$ cat config.mk
export PLATFORM = sky130hd
export DESIGN_NAME = smvm_issue_ctrl_flat
export DESIGN_NICKNAME = d
export VERILOG_FILES = /design/src/rtl/smvm_issue_if.sv /design/src/rtl/smvm_issue_ctrl.sv /design/src/flat_wrapper.sv
export SDC_FILE = /design/constraint.sdc
export NUM_CORES = 1
export LEC_CHECK = 0
export CAP_MARGIN = 20
export CORE_UTILIZATION = 54
export CTS_CLUSTER_DIAMETER = 40
export DETAILED_ROUTE_END_ITERATION = 10
export GPL_TIMING_DRIVEN = 1
export HOLD_SLACK_MARGIN = 0.08
export PLACE_DENSITY = 0.88
export SYNTH_ARGS = -nofsm -noshare
export SYNTH_HDL_FRONTEND = slang
export SYNTH_SLANG_ARGS = --single-unit
$ cat constraint.sdc
create_clock -name clk -period 7.38 [get_ports clk]
set_input_delay 0.738 -clock clk [delete_from_list [all_inputs] [get_ports clk]]
set_output_delay 0.738 -clock clk [all_outputs]
set_load 0.02 [all_outputs]
$ cat src/rtl/smvm_issue_if.sv
// smvm_issue_if: element stream, issue group and result side-band bundle for
// the SMVM issue controller.
//   master : stream/command source (start, rows, in_*), sees ready, issue, res, status
//   slave  : the controller side (drives in_ready, issue_*, res_*, busy, done)
// Lane l of every K-wide field sits at the MSB end for l=0
// (val/col bits [8*(K-l)-1 -: 8], mask/ipv bit K-1-l).
interface smvm_issue_if #(parameter int K = 4);
  logic             start;
  logic [7:0]       rows;
  logic             in_valid;
  logic             in_ready;
  logic [7:0]       in_val;
  logic [7:0]       in_col;
  logic             in_ipv;
  logic             issue_valid;
  logic [8*K-1:0]   issue_val;
  logic [8*K-1:0]   issue_col;
  logic [K-1:0]     issue_mask;
  logic [K-1:0]     issue_ipv;
  logic             res_valid;
  logic [K-1:0]     res_ipv;
  logic             busy;
  logic             done;

  modport master (
    output start, rows, in_valid, in_val, in_col, in_ipv,
    input  in_ready, issue_valid, issue_val, issue_col, issue_mask, issue_ipv,
           res_valid, res_ipv, busy, done
  );

  modport slave (
    input  start, rows, in_valid, in_val, in_col, in_ipv,
    output in_ready, issue_valid, issue_val, issue_col, issue_mask, issue_ipv,
           res_valid, res_ipv, busy, done
  );
endinterface

$ cat src/rtl/smvm_issue_ctrl.sv
// smvm_issue_ctrl: packs the serial sparse-matrix element stream into K-lane
// issue groups, counts completed rows, flushes the final partial group and
// delays {issue_valid, issue_ipv} by PIPE_LAT cycles so row-end flags reach
// the accumulators aligned with the L4 results.
//   clk  : system clock, rising edge
//   rst  : asynchronous active-high reset
//   bus  : smvm_issue_if.slave (start/rows command, in_* stream, issue_* group,
//          res_* delayed side-band, busy/done status)

// One issue lane: holds the buffered element for this lane and loads the
// lane's issue register when a group goes out.
module smvm_issue_lane (
  input  logic       clk,
  input  logic       rst,
  input  logic       wr,       // accepted element targets this lane
  input  logic       issue,    // a group is issued on this edge
  input  logic       take_in,  // this lane is the one being filled right now
  input  logic       occ,      // lane is part of the outgoing group
  input  logic [7:0] in_val,
  input  logic [7:0] in_col,
  input  logic       in_ipv,
  output logic [7:0] o_val,
  output logic [7:0] o_col,
  output logic       o_mask,
  output logic       o_ipv
);
  logic [7:0] b_val, b_col;
  logic       b_ipv;

  always_ff @(posedge clk or posedge rst) begin
    if (rst) begin
      b_val  <= '0;
      b_col  <= '0;
      b_ipv  <= 1'b0;
      o_val  <= '0;
      o_col  <= '0;
      o_mask <= 1'b0;
      o_ipv  <= 1'b0;
    end else begin
      if (wr) begin
        b_val <= in_val;
        b_col <= in_col;
        b_ipv <= in_ipv;
      end
      if (issue) begin
        o_mask <= occ;
        // The closing element bypasses the buffer; lanes past it go out as zero.
        if (take_in) begin
          o_val <= in_val;
          o_col <= in_col;
          o_ipv <= in_ipv;
        end else if (occ) begin
          o_val <= b_val;
          o_col <= b_col;
          o_ipv <= b_ipv;
        end else begin
          o_val <= '0;
          o_col <= '0;
          o_ipv <= 1'b0;
        end
      end
    end
  end
endmodule

module smvm_issue_ctrl #(
  parameter int K        = 4,
  parameter int PIPE_LAT = 4
) (
  input  logic         clk,
  input  logic         rst,
  smvm_issue_if.slave  bus
);
  localparam int LCW = (K > 1) ? $clog2(K) : 1;
  localparam int DCW = $clog2(PIPE_LAT + 1);

  typedef enum logic [1:0] {IDLE, LOAD, DRAIN, DONE} state_t;

  state_t              state;
  logic [LCW-1:0]      lane_cnt;
  logic [7:0]          rows_q, row_cnt;
  logic [DCW-1:0]      drain_cnt;
  logic                in_ready_q, busy_q, done_q, issue_valid_q;
  logic [PIPE_LAT:1]         vld_pipe;
  logic [PIPE_LAT:1][K-1:0]  ipv_pipe;
  logic [K-1:0][7:0]   lane_val, lane_col;
  logic [K-1:0]        lane_mask, lane_ipv;
  logic                accept, last_row, issue_now;

  assign accept    = in_ready_q & bus.in_valid;
  // rows_q is never 0 while LOAD, so rows_q-1 cannot wrap here.
  assign last_row  = bus.in_ipv && (row_cnt == rows_q - 8'd1);
  assign issue_now = accept && ((lane_cnt == LCW'(K-1)) || last_row);

  // Lane l is placed at packed index K-1-l so lane 0 lands on the MSBs.
  for (genvar l = 0; l < K; l++) begin : g_lane
    smvm_issue_lane u_lane (
      .clk     (clk),
      .rst     (rst),
      .wr      (accept && (lane_cnt == LCW'(l))),
      .issue   (issue_now),
      .take_in (lane_cnt == LCW'(l)),
      .occ     (LCW'(l) <= lane_cnt),
      .in_val  (bus.in_val),
      .in_col  (bus.in_col),
      .in_ipv  (bus.in_ipv),
      .o_val   (lane_val[K-1-l]),
      .o_col   (lane_col[K-1-l]),
      .o_mask  (lane_mask[K-1-l]),
      .o_ipv   (lane_ipv[K-1-l])
    );
  end

  always_ff @(posedge clk or posedge rst) begin
    if (rst) begin
      state         <= IDLE;
      lane_cnt      <= '0;
      rows_q        <= '0;
      row_cnt       <= '0;
      drain_cnt     <= '0;
      in_ready_q    <= 1'b0;
      busy_q        <= 1'b0;
      done_q        <= 1'b0;
      issue_valid_q <= 1'b0;
    end else begin
      issue_valid_q <= issue_now;
      done_q        <= 1'b0;
      case (state)
        IDLE: if (bus.start) begin
          rows_q   <= bus.rows;
          row_cnt  <= '0;
          lane_cnt <= '0;
          busy_q   <= 1'b1;
          if (bus.rows != 8'd0) begin
            state      <= LOAD;
            in_ready_q <= 1'b1;
          end else begin
            state  <= DONE;
            done_q <= 1'b1;
          end
        end
        LOAD: if (accept) begin
          row_cnt  <= row_cnt + {7'd0, bus.in_ipv};
          lane_cnt <= issue_now ? '0 : lane_cnt + 1'b1;
          if (last_row) begin
            state      <= DRAIN;
            in_ready_q <= 1'b0;
            drain_cnt  <= DCW'(PIPE_LAT);
          end
        end
        // Hold off done until the last group has left the shadow pipe.
        DRAIN: if (drain_cnt == '0) begin
          state  <= DONE;
          done_q <= 1'b1;
        end else begin
          drain_cnt <= drain_cnt - 1'b1;
        end
        DONE: begin
          state  <= IDLE;
          busy_q <= 1'b0;
        end
        default: state <= IDLE;
      endcase
    end
  end

  // Shadow pipe: free-running, no stall, mirrors the ALU latency.
  always_ff @(posedge clk or posedge rst) begin
    if (rst) begin
      vld_pipe <= '0;
      ipv_pipe <= '0;
    end else begin
      vld_pipe[1] <= issue_valid_q;
      ipv_pipe[1] <= lane_ipv;
      for (int i = 2; i <= PIPE_LAT; i++) begin
        vld_pipe[i] <= vld_pipe[i-1];
        ipv_pipe[i] <= ipv_pipe[i-1];
      end
    end
  end

  assign bus.in_ready    = in_ready_q;
  assign bus.busy        = busy_q;
  assign bus.done        = done_q;
  assign bus.issue_valid = issue_valid_q;
  assign bus.issue_val   = lane_val;
  assign bus.issue_col   = lane_col;
  assign bus.issue_mask  = lane_mask;
  assign bus.issue_ipv   = lane_ipv;
  assign bus.res_valid   = vld_pipe[PIPE_LAT];
  assign bus.res_ipv     = ipv_pipe[PIPE_LAT];
endmodule

$ cat src/flat_wrapper.sv
// flat-port wrapper written by rule: the top's interface ports become plain ports
module smvm_issue_ctrl_flat 
#(
  parameter int K        = 4,
  parameter int PIPE_LAT = 4
)
  (clk, rst, bus_start, bus_rows, bus_in_valid, bus_in_val, bus_in_col, bus_in_ipv, bus_in_ready, bus_issue_valid, bus_issue_val, bus_issue_col, bus_issue_mask, bus_issue_ipv, bus_res_valid, bus_res_ipv, bus_busy, bus_done);
  smvm_issue_if #(.K(K)) bus_i ();
  input  logic clk;
  input  logic rst;
  input wire logic [$bits(bus_i.start)-1:0] bus_start;
  input wire logic [$bits(bus_i.rows)-1:0] bus_rows;
  input wire logic [$bits(bus_i.in_valid)-1:0] bus_in_valid;
  input wire logic [$bits(bus_i.in_val)-1:0] bus_in_val;
  input wire logic [$bits(bus_i.in_col)-1:0] bus_in_col;
  input wire logic [$bits(bus_i.in_ipv)-1:0] bus_in_ipv;
  output wire logic [$bits(bus_i.in_ready)-1:0] bus_in_ready;
  output wire logic [$bits(bus_i.issue_valid)-1:0] bus_issue_valid;
  output wire logic [$bits(bus_i.issue_val)-1:0] bus_issue_val;
  output wire logic [$bits(bus_i.issue_col)-1:0] bus_issue_col;
  output wire logic [$bits(bus_i.issue_mask)-1:0] bus_issue_mask;
  output wire logic [$bits(bus_i.issue_ipv)-1:0] bus_issue_ipv;
  output wire logic [$bits(bus_i.res_valid)-1:0] bus_res_valid;
  output wire logic [$bits(bus_i.res_ipv)-1:0] bus_res_ipv;
  output wire logic [$bits(bus_i.busy)-1:0] bus_busy;
  output wire logic [$bits(bus_i.done)-1:0] bus_done;
  assign bus_i.start = bus_start;
  assign bus_i.rows = bus_rows;
  assign bus_i.in_valid = bus_in_valid;
  assign bus_i.in_val = bus_in_val;
  assign bus_i.in_col = bus_in_col;
  assign bus_i.in_ipv = bus_in_ipv;
  assign bus_in_ready = bus_i.in_ready;
  assign bus_issue_valid = bus_i.issue_valid;
  assign bus_issue_val = bus_i.issue_val;
  assign bus_issue_col = bus_i.issue_col;
  assign bus_issue_mask = bus_i.issue_mask;
  assign bus_issue_ipv = bus_i.issue_ipv;
  assign bus_res_valid = bus_i.res_valid;
  assign bus_res_ipv = bus_i.res_ipv;
  assign bus_busy = bus_i.busy;
  assign bus_done = bus_i.done;
  smvm_issue_ctrl #(.K(K), .PIPE_LAT(PIPE_LAT)) u_core (.clk(clk), .rst(rst), .bus(bus_i));
endmodule
* After elaboration in Yosys (flattened, before gate mapping)
Index checks and enable logic that the tools add are counted.
** Operators by class
- $add $sub $neg :: 4
- $mul :: 0
- Div/mod/pow operators :: 0
- $lt $le $gt $ge :: 4
- Eq/ne operators :: 13
- Shift-type cells :: 0
- Mux-type cells :: 52
- Bitwise gates (word level) :: 1
- Reductions and logical operators :: 20
** Operator list (number)
- $mux W8 :: 18
- $mux W1 :: 16
- $mux W2 :: 8
- $pmux W8 S2 :: 1
- $mux W3 :: 3
- $add A8 B1 Y8 :: 1
- $eq A2 B2 Y1 const B :: 4
- $eq A8 B8 Y1 :: 1
- $ne A2 B1 Y1 const B :: 4
- $pmux W2 S4 :: 1
- $reduce_and A4 Y1 :: 2
- $reduce_bool A8 Y1 :: 1
- $sub A8 B1 Y8 const B :: 1
- $logic_and A1 B1 Y1 :: 6
- $pmux W1 S2 :: 3
- $pmux W3 S2 :: 1
- $reduce_bool A2 Y1 :: 3
- $reduce_and A5 Y1 :: 1
- $eq A2 B1 Y1 const B :: 2
- $le A1 B2 Y1 const A :: 2
- $le A2 B2 Y1 const A :: 2
- $logic_not A2 Y1 :: 2
- $ne A2 B2 Y1 const B :: 2
- $pmux W2 S2 :: 1
- other kinds (7) :: 8
** Storage, ports and cells
- Bits in registers :: 187
- Latch bits :: 0
- Bits in writable memories :: 0
- Memory bits (read-only) :: 0
- Input port bits :: 29
- Memories :: 0

* Depth between registers and ports, before layout
- Depth in word-level cells :: 8
- Depth in mapped cells :: 12
- Mapped depth without buffers :: 10

* By module
From an unflattened synthesis, not the netlist that was laid out.
** Second synthesis, totals
- Cells, all modules :: 729
- Area, all modules :: 8510.7 um^2
** Modules (own cells, without submodules)
- smvm_issue_lane :: instances 4, cells each 133, area each 1571.5 um^2, seq. area each 875.8 um^2
- smvm_issue_ctrl :: instances 1, cells each 197, area each 2224.6 um^2, seq. area each 1176.1 um^2

* Least setup slack after synthesis
No wires, ideal clock.
- Path kind :: register to register
- From :: register u_core.rows_q[0]
- To :: register u_core.g_lane[1].u_lane.o_mask
- Arrival :: 2.366 ns
- Data required time :: 7.230 ns
- Path slack :: 4.864 ns
- Stages on the path, launching flop included :: 13
- Buffers on the path :: 2
- Period minus slack after synthesis :: 2.516 ns
- Path through :: dfrtp_1 -> inv_1 -> ha_1 -> or3b_2 -> o31a_1 -> o211ai_1 -> nor3_2 -> nor2_4 -> inv_2 -> buf_4 -> buf_4 -> nor2_1 -> a21oi_1
** On the way
- Word-level cells in the longest chain between the ends :: 5
** Ends and longest elaborated chain
- start: declaration :: line smvm_issue_ctrl.sv:81 : logic [7:0] rows_q, row_cnt;
- start signal: assignment :: line smvm_issue_ctrl.sv:130 : rows_q <= bus.rows;
- $sub A8 B1 Y8 :: line smvm_issue_ctrl.sv:92 : assign last_row = bus.in_ipv && (row_cnt == rows_q - 8'd1);
- $eq A8 B8 Y1 :: line smvm_issue_ctrl.sv:92
- $logic_and A1 B1 Y1 :: line smvm_issue_ctrl.sv:92
- $logic_or A1 B1 Y1 :: line smvm_issue_ctrl.sv:93 : assign issue_now = accept && ((lane_cnt == LCW'(K-1)) || last_row);
- $logic_and A1 B1 Y1 :: line smvm_issue_ctrl.sv:93
- end signal: assignment :: line smvm_issue_ctrl.sv:37 : o_mask <= 1'b0;
- end signal: assignment :: line smvm_issue_ctrl.sv:46 : o_mask <= occ;
- end: declaration :: line smvm_issue_ctrl.sv:24 : output logic o_mask,
Every way passes these cells.
A chain may end at the register's enable or synchronous reset.

* Final worst setup path
- From :: register u_core.rows_q[0]
- To :: register u_core.g_lane[2].u_lane.o_col[0]
** On the way
- Word-level cells in the longest chain between the ends :: 5
** Ends and longest elaborated chain
- $sub A8 B1 Y8 :: line smvm_issue_ctrl.sv:92
- $eq A8 B8 Y1 :: line smvm_issue_ctrl.sv:92
- $logic_and A1 B1 Y1 :: line smvm_issue_ctrl.sv:92
- $logic_or A1 B1 Y1 :: line smvm_issue_ctrl.sv:93
- $logic_and A1 B1 Y1 :: line smvm_issue_ctrl.sv:93
- end signal: assignment :: line smvm_issue_ctrl.sv:50 : o_col <= in_col;
- end signal: assignment :: line smvm_issue_ctrl.sv:54 : o_col <= b_col;
- end: declaration :: line smvm_issue_ctrl.sv:23 : output logic [7:0] o_col,
Every way passes these cells.

==> flow_metrics.py <==
metrics = {
    "route": {
        "routedWlPerCell_um": 20.8,
        "num_vias": 5359,
        "vias_per_cell": 5.99,
        "drt_iter0_drc": 530,
        "drt-total-wl_mm": 18.6,
        "postRouteAntennaNets": 0,
        "drc_errors": 0,
        "drtPass1Iterations": 5,
    },
    "sta": {
        "fin_crit_sh": 0.523,
        "period_needed_ns": 3.86,
        "finalClockSkew_ns": 0.0113,
        "slew_viol_final": 0,
        "fin_tns_setup_ns": 0,
        "setup_viol": 0,
        "fin_ws_ns": 3.52,
        "grt_setup_unrepaired": "no",
        "worst_pin_slew_ns": 0.971,
        "max_clock_freq_ghz": 0.259,
        "fin_worst_hold_slack_ns": 0.346,
        "hold_violations": 0,
        "maxSlewHeadroom": 0.351,
    },
    "setup_path": {
        "cp-start-kind": "register",
        "cp.buffers_inverters": 3,
        "arrival_ns": 4.21,
        "worstPathRequired_ns": 7.73,
        "max_stage_delay_ns": 0.63,
        "crit_chain": "inv_1 -> ha_1 -> or3b_2 -> nor4_1 -> o211ai_1 -> nor3_2 -> nor2_4 -> inv_2 -> buf_4 -> nor2_1 -> a21oi_1",
        "end_kind": "register",
        "path_class": "reg2reg",
        "worstPathMaxFanout": 66,
        "slowest_stage": "buf_4",
        "path_delay_family": "simple AND/OR/NAND/NOR gates",
    },
    "finish": {
        "nFillCells": 825,
        "regArea_mm2": 0.00425,
        "drive_gt1_frac": 0.144,
        "syn2layout_area_growth_pct": 24.5,
        "instances_no_fill": 895,
        "layout_common_cells": "170 x dfrtp_1, 109 x clkdlybuf4s50_1, 87 x nor2_1",
        "final_nets": 753,
        "final_cell_area_mm2": 0.00899,
        "utilization": 0.701,
        "final_common_cell": "dfrtp_1",
        "num_antenna_cells": 0,
        "multi_input_area_mm2": 0.00266,
    },
    "logic_synthesis": {
        "synth-seq-cells": 170,
        "synthFlopType": "dfrtp_1",
        "yosys_warnings": 0,
        "synth_cells": 627,
        "synth_area_mm2": 0.00722,
        "ys_types": 43,
        "syn_area_per_cell_um2": 11.5,
        "synth_edf_count": 0,
        "postSynthNetCount": 669,
        "seq_area_frac_synth": 0.589,
        "ys_async_sr_fraction": 1.00,
    },
    "cts": {
        "cts_inserted_buffers": 17,
        "post_cts_buffers": 0,
        "h-tree-depth": 4,
        "cts_buffer_depth": 2,
        "cts-resized-gates": 0,
        "clkSlewWorstSetupHoldPaths_ns": 0.06,
        "clk_latency_ns": 0.43,
        "cts-root-buf": "clkbuf_16",
        "tritoncts": "yes",
        "clock_sinks": 170,
        "postCtsHoldBufs": 0,
    },
    "status": {
        "status": "complete, no violations",
    },
    "placed_design": {
        "placed_area_mm2": 0.00830,
        "port-buffer-count": 109,
        "dp_cells": 863,
        "place_congestion": 0.821,
        "pre_cts_slack_ns": 3.31,
        "hpwl_mm": 11.1,
    },
    "global_route": {
        "use_met1": 0.333,
        "use_met2": 0.464,
        "met3_usage": 0.0766,
        "antenna_found_initial": 0,
        "grt-ovfl-total": 0,
        "grt_max_degree": 98,
        "grt_pass1_vias": 5724,
        "grt_busiest_layer": "met2",
        "grt_first_pass_wirelength_mm": 29.8,
        "grtUsageTotal": 0.280,
    },
    "floorplanning": {
        "core_mm2": 0.0128,
        "initial_core_util": 0.563,
        "die_area_mm2": 0.0138,
        "rows": 41,
        "die_w_um": 118,
        "io_pins": 110,
        "die_y_um": 118,
    },
    "pwr": {
        "power.density_mw_per_mm2": 478,
        "power_mw": 4.30,
        "p_leak_nw": 4.01,
        "peakVddDrop_mv": 0.229,
    },
    "job": {
        "maxCapViolCount": 0,
    },
    "min_path": {
        "hold_class": "reg2reg",
    },
}
-- registers in the layout, summed over array words and instances (netlist names), 3 cells and up --
register	flops
u_core.g_lane.u_lane.o_ipv	4
u_core.g_lane.u_lane.b_val	24
u_core.g_lane.u_lane.o_val	32
u_core.row_cnt	8
u_core.ipv_pipe	12
u_core.bus.res_ipv	4
u_core.vld_pipe	4
u_core.drain_cnt	3
u_core.g_lane.u_lane.b_col	24
u_core.g_lane.u_lane.b_ipv	3
u_core.rows_q	8
u_core.g_lane.u_lane.o_col	32
u_core.g_lane.u_lane.o_mask	4
-- cells in the mapped netlist (all sizes together), types with 3 or more instances --
library cell / instances / area (µm²)
and3: 4 / 25.0
dfrtp: 170 / 4250
nand2: 35 / 131
ha: 13 / 163
a22o: 20 / 175
mux2: 59 / 664
o21ai: 5 / 25.0
xnor2: 7 / 61.3
mux2i: 18 / 180
nor3b: 4 / 30.0
nor2: 88 / 338
buf: 26 / 173
nor3: 3 / 25.0
a21oi: 77 / 385
nand3: 13 / 65.1
nor4: 4 / 25.0
inv: 13 / 48.8
xor2: 7 / 61.3
a22oi: 16 / 120
clkbuf: 22 / 82.6
-- cell type report --
cell class | count | share of cell area
clock inverter | 12 | 0.0245
inverter | 13 | 0.00598
sequential | 170 | 0.473
multi-input combinational | 396 | 0.296
clock buffer | 19 | 0.0493
timing repair buffer | 113 | 0.127
tap | 172 | 0.0239
-- logic make-up (layout without fill, tap and decap cells) --
family                     after synthesis  after routing  synth area share
DFF                                    170            170             0.589
xor gates and xnor gates                14             14            0.0170
muxes                                   77             77             0.117
adders and majority gates               13             13            0.0225
buffers and inverters                   61            157            0.0421
and+or+nand+nor                        163            163             0.100
AOI/OAI and AO/OA                      129            129             0.112
-- power breakdown --
| group | leakage (nW) | total [mW] | internal, mW | switching, mW |
|---|---|---|---|---|
| Combinational | 1.59 | 1.65 | 0.782 | 0.871 |
| Sequential | 2.10 | 1.64 | 1.34 | 0.299 |
| Clock | 0.323 | 1.00 | 0.642 | 0.363 |
-- metal layers --
layer | part of all wire | vias to the layer above
met5 | 0 | -
li1 | - | 2339
met1 | 0.39 | 2708
met3 | 0.061 | 59
met4 | 0.034 | 0
met2 | 0.52 | 253
-- worst paths after layout --
check                                         from                          endpoint  slack (ns)  depth (start not counted)
max in group asynchronous                      rst                 u_core.row_cnt[3]        5.07                          3
worst max register to register    u_core.rows_q[0]  u_core.g_lane[2].u_lane.o_col[0]        3.52                         11
worst min register to register  u_core.ipv_pipe[0]                u_core.ipv_pipe[4]        0.35                          0
worst min-delay path            u_core.ipv_pipe[0]                u_core.ipv_pipe[4]        0.35                          0
min in group asynchronous                      rst                  u_core.rows_q[0]        0.88                          2
worst max-delay path              u_core.rows_q[0]  u_core.g_lane[2].u_lane.o_col[0]        3.52                         11
Power figures use the tool's default switching activity.
